`src/rtl/bp_pkg.sv`:
```
// bp_pkg: shared branch-predictor counter encodings and PC index/tag slicing helpers.
package bp_pkg;

    typedef enum logic [1:0] {
        CNT_SNT = 2'b00,
        CNT_WNT = 2'b01,
        CNT_WT  = 2'b10,
        CNT_ST  = 2'b11
    } cnt_e;

    localparam logic [1:0] CNT_INIT_TAKEN = CNT_WT;
    localparam logic [1:0] CNT_INIT_NT    = CNT_WNT;

    function automatic logic [31:0] bp_idx(input logic [31:0] pc, input int idx_w);
        return (pc >> 2) & ((32'd1 << idx_w) - 32'd1);
    endfunction

    function automatic logic [31:0] bp_tag(input logic [31:0] pc, input int idx_w);
        return pc >> (idx_w + 2);
    endfunction

endpackage

```
`src/rtl/branch_target_buffer_if.sv`:
```
// branch_target_buffer_if: stage-1 lookup, stage-4 update and statistics signals of the BTB.
interface branch_target_buffer_if;
    logic [31:0] pc_s1;
    logic        hit_s1;
    logic        p_s1;
    logic [31:0] target_s1;
    logic [31:0] pc_s4;
    logic [31:0] target_s4;
    logic        deviated_s4;
    logic        write_rt;
    logic        write_rp;
    logic [31:0] n_alloc;
    logic [31:0] n_evict;

    modport master (
        output pc_s1, pc_s4, target_s4, deviated_s4, write_rt, write_rp,
        input  hit_s1, p_s1, target_s1, n_alloc, n_evict
    );

    modport slave (
        input  pc_s1, pc_s4, target_s4, deviated_s4, write_rt, write_rp,
        output hit_s1, p_s1, target_s1, n_alloc, n_evict
    );
endinterface

```
`src/rtl/sat_counter2.sv`:
```
// sat_counter2: next value of a 2-bit saturating counter.
module sat_counter2
    import bp_pkg::*;
(
    input  logic [1:0] cur,
    input  logic       up,
    output logic [1:0] nxt
);
    always_comb nxt = up ? ((cur == CNT_ST) ? cur : cur + 2'd1)
                         : ((cur == CNT_SNT) ? cur : cur - 2'd1);
endmodule

```
`src/rtl/branch_target_buffer.sv`:
```
// branch_target_buffer: direct-mapped BTB with 2-bit counters, combinational lookup
// and stage-4 allocate/retrain writes.
module branch_target_buffer
    import bp_pkg::*;
#(
    parameter int ENTRIES = 16,
    parameter int IDX_W   = $clog2(ENTRIES),
    parameter int TAG_W   = 30 - IDX_W
)(
    input logic                   clk,
    input logic                   rst_n,
    branch_target_buffer_if.slave bus
);
    logic [ENTRIES-1:0] valid;
    logic [TAG_W-1:0]   tag_q [ENTRIES];
    logic [31:0]        tgt_q [ENTRIES];
    logic [1:0]         cnt_q [ENTRIES];
    logic [31:0]        alloc_q, evict_q;
    logic [IDX_W-1:0]   ri, wi;
    logic [TAG_W-1:0]   rt, wt;
    logic               hit, w_hit;
    logic [1:0]         cnt_nxt;

    assign ri  = IDX_W'(bp_idx(bus.pc_s1, IDX_W));
    assign rt  = TAG_W'(bp_tag(bus.pc_s1, IDX_W));
    assign wi  = IDX_W'(bp_idx(bus.pc_s4, IDX_W));
    assign wt  = TAG_W'(bp_tag(bus.pc_s4, IDX_W));
    assign hit   = valid[ri] && (tag_q[ri] == rt);
    assign w_hit = valid[wi] && (tag_q[wi] == wt);

    assign bus.hit_s1    = hit;
    assign bus.p_s1      = hit & cnt_q[ri][1];
    assign bus.target_s1 = hit ? tgt_q[ri] : 32'd0;
    assign bus.n_alloc   = alloc_q;
    assign bus.n_evict   = evict_q;

    sat_counter2 u_sat (
        .cur (cnt_q[wi]),
        .up  (bus.deviated_s4),
        .nxt (cnt_nxt)
    );

    always_ff @(posedge clk or negedge rst_n) begin
        if (!rst_n) begin
            valid   <= '0;
            alloc_q <= '0;
            evict_q <= '0;
            for (int i = 0; i < ENTRIES; i++) begin
                tag_q[i] <= '0;
                tgt_q[i] <= '0;
                cnt_q[i] <= CNT_INIT_NT;
            end
        end else if (bus.write_rt) begin
            valid[wi] <= 1'b1;
            tag_q[wi] <= wt;
            tgt_q[wi] <= bus.target_s4;
            cnt_q[wi] <= bus.deviated_s4 ? CNT_INIT_TAKEN : CNT_INIT_NT;
            alloc_q   <= alloc_q + 32'd1;
            if (valid[wi] && !w_hit)
                evict_q <= evict_q + 32'd1;
        end else if (bus.write_rp && w_hit) begin
            // a miss here means the line was replaced while the branch was in flight
            cnt_q[wi] <= cnt_nxt;
            if (bus.deviated_s4)
                tgt_q[wi] <= bus.target_s4;
        end
    end
endmodule

```
`src/flat_wrapper.sv`:
```
// flat-port wrapper written by rule: the top's interface ports become plain ports
module branch_target_buffer_flat import bp_pkg::*;
#(
    parameter int ENTRIES = 16,
    parameter int IDX_W   = $clog2(ENTRIES),
    parameter int TAG_W   = 30 - IDX_W
)
  (clk, rst_n, bus_pc_s1, bus_pc_s4, bus_target_s4, bus_deviated_s4, bus_write_rt, bus_write_rp, bus_hit_s1, bus_p_s1, bus_target_s1, bus_n_alloc, bus_n_evict);
  branch_target_buffer_if bus_i ();
  input logic clk;
  input logic rst_n;
  input wire logic [$bits(bus_i.pc_s1)-1:0] bus_pc_s1;
  input wire logic [$bits(bus_i.pc_s4)-1:0] bus_pc_s4;
  input wire logic [$bits(bus_i.target_s4)-1:0] bus_target_s4;
  input wire logic [$bits(bus_i.deviated_s4)-1:0] bus_deviated_s4;
  input wire logic [$bits(bus_i.write_rt)-1:0] bus_write_rt;
  input wire logic [$bits(bus_i.write_rp)-1:0] bus_write_rp;
  output wire logic [$bits(bus_i.hit_s1)-1:0] bus_hit_s1;
  output wire logic [$bits(bus_i.p_s1)-1:0] bus_p_s1;
  output wire logic [$bits(bus_i.target_s1)-1:0] bus_target_s1;
  output wire logic [$bits(bus_i.n_alloc)-1:0] bus_n_alloc;
  output wire logic [$bits(bus_i.n_evict)-1:0] bus_n_evict;
  assign bus_i.pc_s1 = bus_pc_s1;
  assign bus_i.pc_s4 = bus_pc_s4;
  assign bus_i.target_s4 = bus_target_s4;
  assign bus_i.deviated_s4 = bus_deviated_s4;
  assign bus_i.write_rt = bus_write_rt;
  assign bus_i.write_rp = bus_write_rp;
  assign bus_hit_s1 = bus_i.hit_s1;
  assign bus_p_s1 = bus_i.p_s1;
  assign bus_target_s1 = bus_i.target_s1;
  assign bus_n_alloc = bus_i.n_alloc;
  assign bus_n_evict = bus_i.n_evict;
  branch_target_buffer #(.ENTRIES(ENTRIES), .IDX_W(IDX_W), .TAG_W(TAG_W)) u_core (.clk(clk), .rst_n(rst_n), .bus(bus_i));
endmodule
```
`config.mk`:
```
export PLATFORM = sky130hd
export DESIGN_NAME = branch_target_buffer_flat
export DESIGN_NICKNAME = d
export VERILOG_FILES = /design/src/rtl/bp_pkg.sv /design/src/rtl/branch_target_buffer_if.sv /design/src/rtl/sat_counter2.sv /design/src/rtl/branch_target_buffer.sv /design/src/flat_wrapper.sv
export SDC_FILE = /design/constraint.sdc
export NUM_CORES = 2
export LEC_CHECK = 0
export ABC_AREA = 0
export ABC_CLOCK_PERIOD_IN_PS = 9800
export CAP_MARGIN = 5
export CORE_MARGIN = 2
export CORE_UTILIZATION = 40
export CTS_BUF_LIST = sky130_fd_sc_hd__clkbuf_4 sky130_fd_sc_hd__clkbuf_8
export DETAILED_ROUTE_END_ITERATION = 7
export PLACE_DENSITY = 0.62
export SLEW_MARGIN = 40
export SYNTH_ARGS = -nofsm -noshare
export SYNTH_HDL_FRONTEND = slang
export SYNTH_SLANG_ARGS = --single-unit
```
`constraint.sdc`:
```
create_clock -name clk -period 9.8 [get_ports clk]
set_input_delay 1.96 -clock clk [delete_from_list [all_inputs] [get_ports clk]]
set_output_delay 1.96 -clock clk [all_outputs]
set_load 0.005 [all_outputs]
```
### After elaboration in Yosys (flattened, before gate mapping)

Cells that the tools add are included.

* register bits: 1040
* input port bits: 101
* output and inout port bits: 98
* word-level logic and storage cells: 121

* add/sub/neg operators: 4
* magnitude comparators: 6
* equal/unequal tests: 3
* multiplexer cells: 41
* bitwise logic cells: 4
* reduce and logical (&&, ||, !) cells: 12

Operator list (number)
* $mux W512: 3
* $bwmux W512: 1
* $bwmux W416: 1
* $bmux W26 S4: 2
* $mux W32: 6
* $mux W26: 5
* $bmux W32 S4: 1
* $demux W32 S4: 1
* $demux W26 S4: 1
* $add A32 B1 Y32 const B: 2
* $bwmux W32: 2
* $eq A26 B26 Y1: 2
* $mux W2: 9
* $bmux W2 S4: 2
* $or A16 B16 Y16: 1
* $ge A5 B5 Y1 const B: 2
* $lt A4 B5 Y1 const B: 2
* $not A4 Y5: 2
* $bmux W1 S4: 2
* $demux W2 S4: 1
* $logic_and A1 B1 Y1: 6
* $lt A5 B1 Y1 const B: 1
* $demux W1 S4: 1
* $ge A4 B1 Y1 const B: 1
* other kinds (9): 13

### Logic depth before layout (Yosys ltp)

* depth in word-level cells: 10
* mapped depth: 16

### Cells and area by module

A second synthesis with hierarchy kept.

* cell total of the unflattened synthesis: 3255
* area, all modules: 51099.0 sq um

Modules (own cells, without submodules)
* branch_target_buffer: instances 1, cells each 3252, area each 51072.7 sq um, seq. area each 26045.0 sq um
* sat_counter2: instances 1, cells each 3, area each 26.3 sq um, seq. area each 0.0 sq um

### Worst setup path before layout

OpenSTA, ideal clock, no wires.

* kind: input -> output
* start point: input bus_pc_s1[2]
* end point: output bus_target_s1[22]
* arrival time: 5.196 ns
* required time: 7.840 ns
* slack: 2.644 ns
* stages: 10
* path buffers: 4
* path through: clkbuf_1 buf_1 buf_1 mux4_2 mux4_2 xnor2_1 nand4_1 nor3_1 clkbuf_1 and3_1

* cells in the longest elaborated chain, start to end: 7
* elaborated cells on any way between the ends: 12

RTL lines
* from (decl): line flat_wrapper.sv:12 `input wire logic [$bits(bus_i.pc_s1)-1:0] bus_pc_s1;`
* $not A4 Y5 (implied by the code): line branch_target_buffer.sv:28, branch_target_buffer.sv:33
* $bmux W26 S4: line branch_target_buffer.sv:28 `assign hit = valid[ri] && (tag_q[ri] == rt);`
* $mux W26 (implied by the code) (2 in series): line branch_target_buffer.sv:28
* $eq A26 B26 Y1: line branch_target_buffer.sv:28
* $logic_and A1 B1 Y1: line branch_target_buffer.sv:28
* $mux W32 *: line branch_target_buffer.sv:33 `assign bus.target_s1 = hit ? tgt_q[ri] : 32'd0;`
* to (decl): line flat_wrapper.sv:20 `output wire logic [$bits(bus_i.target_s1)-1:0] bus_target_s1;`

Mark *: on every way between the ends. The rest lies on a longest branch, timed or not. The select of a mux whose other input is x is not followed.

### Worst setup path after layout

* start point: input bus_pc_s1[3]
* end point: output bus_target_s1[8]

Same word-level chain as after synthesis.

==> qor.yml <==
logic_synthesis:
  synth_most_common_cell: "sky130_fd_sc_hd__dfrtp_1"
  yosys-top-cells-area: "sky130_fd_sc_hd__dfrtp_1, sky130_fd_sc_hd__mux2_2, sky130_fd_sc_hd__mux4_2"
  synthDominantAreaCellType: "sky130_fd_sc_hd__dfrtp_1"
  ys_dominant_reg_cell: "sky130_fd_sc_hd__dfrtp_1"
  synth.net_count: 3377
  synth.ff_latch_count: 1040
  yosysTopAreaCellShare_pct: 49.6
  synth_edf_count: 0
  syn_std_cell_area_sq_um: 51700
  synth.distinct_cells: 48
  synth_sequential_area_ratio_pct: 50.4
  avgSynthCellArea_sq_um: 15.8
  postSynthCellCount: 3274
  number_of_synthesis_warnings: 0
  async_flop_share_pct: 100
  post_synth_most_frequent_cells: "sky130_fd_sc_hd__dfrtp_1, sky130_fd_sc_hd__mux2_2, sky130_fd_sc_hd__mux4_2"
critical_path:
  critPathLaunchType: "input pin"
  timing.setup.critical_path_class: "input pin to primary output"
  regToRegEndpoint: "u_core.tgt_q[466]$_DFFE_PN0P_"
  rrSetupSlack_ns: 4.52
  r2r.worst_path.cells: 11
  worst-path-max-fanout: 67
  critical_path.reg2reg.startpoint: "u_core.tag_q[132]$_DFFE_PN0P_"
  worst_setup_path_end_kind: "primary output"
  timing.critical_path.arrival_ns: 5.98
  worst_path_required_time_ns: 7.84
floorplanning:
  start_util_pct: 40.4
  floorplan.die_area_sq_um: 132000
  die_w_um: 363
  fp.coreArea_sq_um: 128000
  ios: 199
  num_rows: 131
  chipHeight_um: 363
detailed_routing:
  wirelength_mm: 137
  drt_wl_cell_um: 26.1
  dr.pass1.iters: 5
  detailroute.via_count: 30100
  ant_nets: 0
  drc: 0
  routed_via_density: 5.74
  detailedRoute.firstIterationViolations: 2117
cts:
  cts-resized-gates: 0
  cts_max_level: 4
  clk_transition_reported_paths_ns: 0.06
  clockBufferDepth: 3
  post_cts_buffers: 0
  clkSinkCount: 1040
  cts_root_buf: "sky130_fd_sc_hd__clkbuf_8"
  number_of_buffers_added_by_the_clock_tree_synthesis_step: 179
  postCtsHoldBufs: 0
  cts_tree: "yes"
  clkLatencyLatePin_ns: 0.92
sta:
  holdWs_ns: 0.467
  minimum_clock_period_after_layout_ns: 7.94
  max_freq_ghz: 0.126
  maxSlewHeadroom_pct: 41.6
  period_share_pct: 81.0
  worst_slew_pin_slew_ns: 0.873
  report.final.hold_viol_count: 0
  setup_total_negative_slack_ns: 0
  grt_setup_unrepaired: "no"
  finalClockSkew_ns: 0.0722
  setup_violations: 0
  slew_viols_final: 0
global_route:
  grt_start_max_net_pins: 149
  number_of_global_route_vias_before_repair: 31700
  first_pass_grt_wire_length_mm: 209
  grt_antenna_before_repair: 15
  grt_remaining_overflow: 0
  grt.total_usage_pct: 21.0
hold_path:
  hold_depth: 1
  hold_start: "u_core.bus.n_evict[31]$_DFFE_PN0P_"
  worstHoldEndpoint: "u_core.bus.n_evict[31]$_DFFE_PN0P_"
  hold_path.class: "flop to flop"
pwr:
  final_total_pwr_mw: 12.8
  max-vdd-ir-drop_v: 0.000132
  leakagePower_nw: 25.2
  power_density_nw_per_um2: 217
finish:
  filler_cell_count: 11300
  area.growth.synth_to_final_pct: 14.5
  layout.cells.non_filler: 5246
  layout-drive-gt1-share_pct: 51.4
  nNetsFinal: 3550
placed_design:
  placed_cells_incl_taps: 4924
  finalWeightedCongestion: 0.780
  dp_hpwl_mm: 79.3
  portBuffers: 194
run:
  max_cap_viol_count: 0
run_status:
  result_of_the_run: "complete, no violations"
-- how the worst max path moves through the flow --
stage,startpoint,endpoint,depth (start not counted)
after detailed placement,bus_pc_s1[2],bus_target_s1[7],8
after global placement,bus_pc_s1[2],bus_target_s1[7],8
after floorplan,bus_pc_s1[2],bus_target_s1[22],10
final,bus_pc_s1[3],bus_target_s1[8],11
after CTS,bus_pc_s1[2],bus_target_s1[7],8
after global routing,bus_pc_s1[3],bus_target_s1[2],10
-- cells in the final DEF, fill, tap and decap left out, drive strengths merged, types with 19 or more instances in the layout --
master / synthesis / layout
clkdlybuf4s50: 0 / 185
nand4: 25 / 25
clkinv: 0 / 23
nor2: 29 / 29
and3: 52 / 52
clkbuf: 155 / 274
dfrtp: 1024 / 1024
nand3: 52 / 52
buf: 136 / 96
xnor2: 94 / 94
xor2: 41 / 41
nand2: 48 / 48
mux2: 996 / 996
mux2i: 84 / 84
mux4: 374 / 374
inv: 8 / 19
-- kinds of logic (layout without fill, tap and decap cells) --
kind of cell / after synthesis / count (layout) / synth area share (%)
compound gates: 65 / 65 / 0.920
xor+xnor: 135 / 135 / 2.29
fa+ha+maj: 2 / 2 / 0.0484
buf+inv: 299 / 604 / 3.03
flops: 1040 / 1040 / 50.4
mux: 1454 / 1454 / 40.0
other cells: 0 / 5 / 0
simple gates: 279 / 279 / 3.27
-- cell type report --
class	instances	area [sq um]	area share [%]
antenna	5	12.5	0.0211
sequential	1040	26000	44.0
clock inverter	41	497	0.840
timing repair buffer	283	2820	4.76
clock buffer	272	3450	5.83
tap	1662	2080	3.51
inverter	8	30.0	0.0508
multi-input combinational	1935	24200	41.0
-- sequential cells by signal (all words and copies together) (netlist names) --
signal and flops:
u_core.tag_q 416, u_core.bus.n_alloc 32, u_core.cnt_q 32, u_core.valid 16, u_core.tgt_q 512, u_core.bus.n_evict 32
-- layer usage --
layer  part of all wire, %  routed length [um]  track usage (%)  vias to the layer above
met2                    48               65000             33.3                      692
li1                      -                   -                -                    12800
met5                 0.064                  87                0                        -
met1                    46               62700             29.7                    16400
met4                   2.0                2740             6.00                       14
met3                   4.6                6270             3.76                      194
-- stage by stage --
step,cell area (sq um),worst slack (ns),utilization [%]
5_1_grt,59200,1.72,46.3
3_3_place_gp,55000,1.73,43.0
2_1_floorplan,51700,2.64,-
6_report,59200,1.86,46.3
3_5_place_dp,55100,1.73,43.1
4_1_cts,59000,1.72,46.2
-- critical path, stage by stage --
cell and delay [ns]:
sky130_fd_sc_hd__clkbuf_8 0.58, sky130_fd_sc_hd__buf_4 0.65, sky130_fd_sc_hd__mux4_2 0.41, sky130_fd_sc_hd__mux2i_1 0.16, sky130_fd_sc_hd__a21oi_1 0.17, sky130_fd_sc_hd__xnor2_1 0.22
sky130_fd_sc_hd__nand4_1 0.19, sky130_fd_sc_hd__nor4_2 0.27, sky130_fd_sc_hd__buf_4 0.43, sky130_fd_sc_hd__and3_1 0.25, sky130_fd_sc_hd__clkdlybuf4s50_1 0.51
-- report_power, final --
group	switching, mW	internal (mW)	leakage (nW)
clock	1.90	2.43	2.09
combinational	0.960	1.65	10.2
sequential	0.602	5.30	12.9
(Power assumes the default switching activity.)
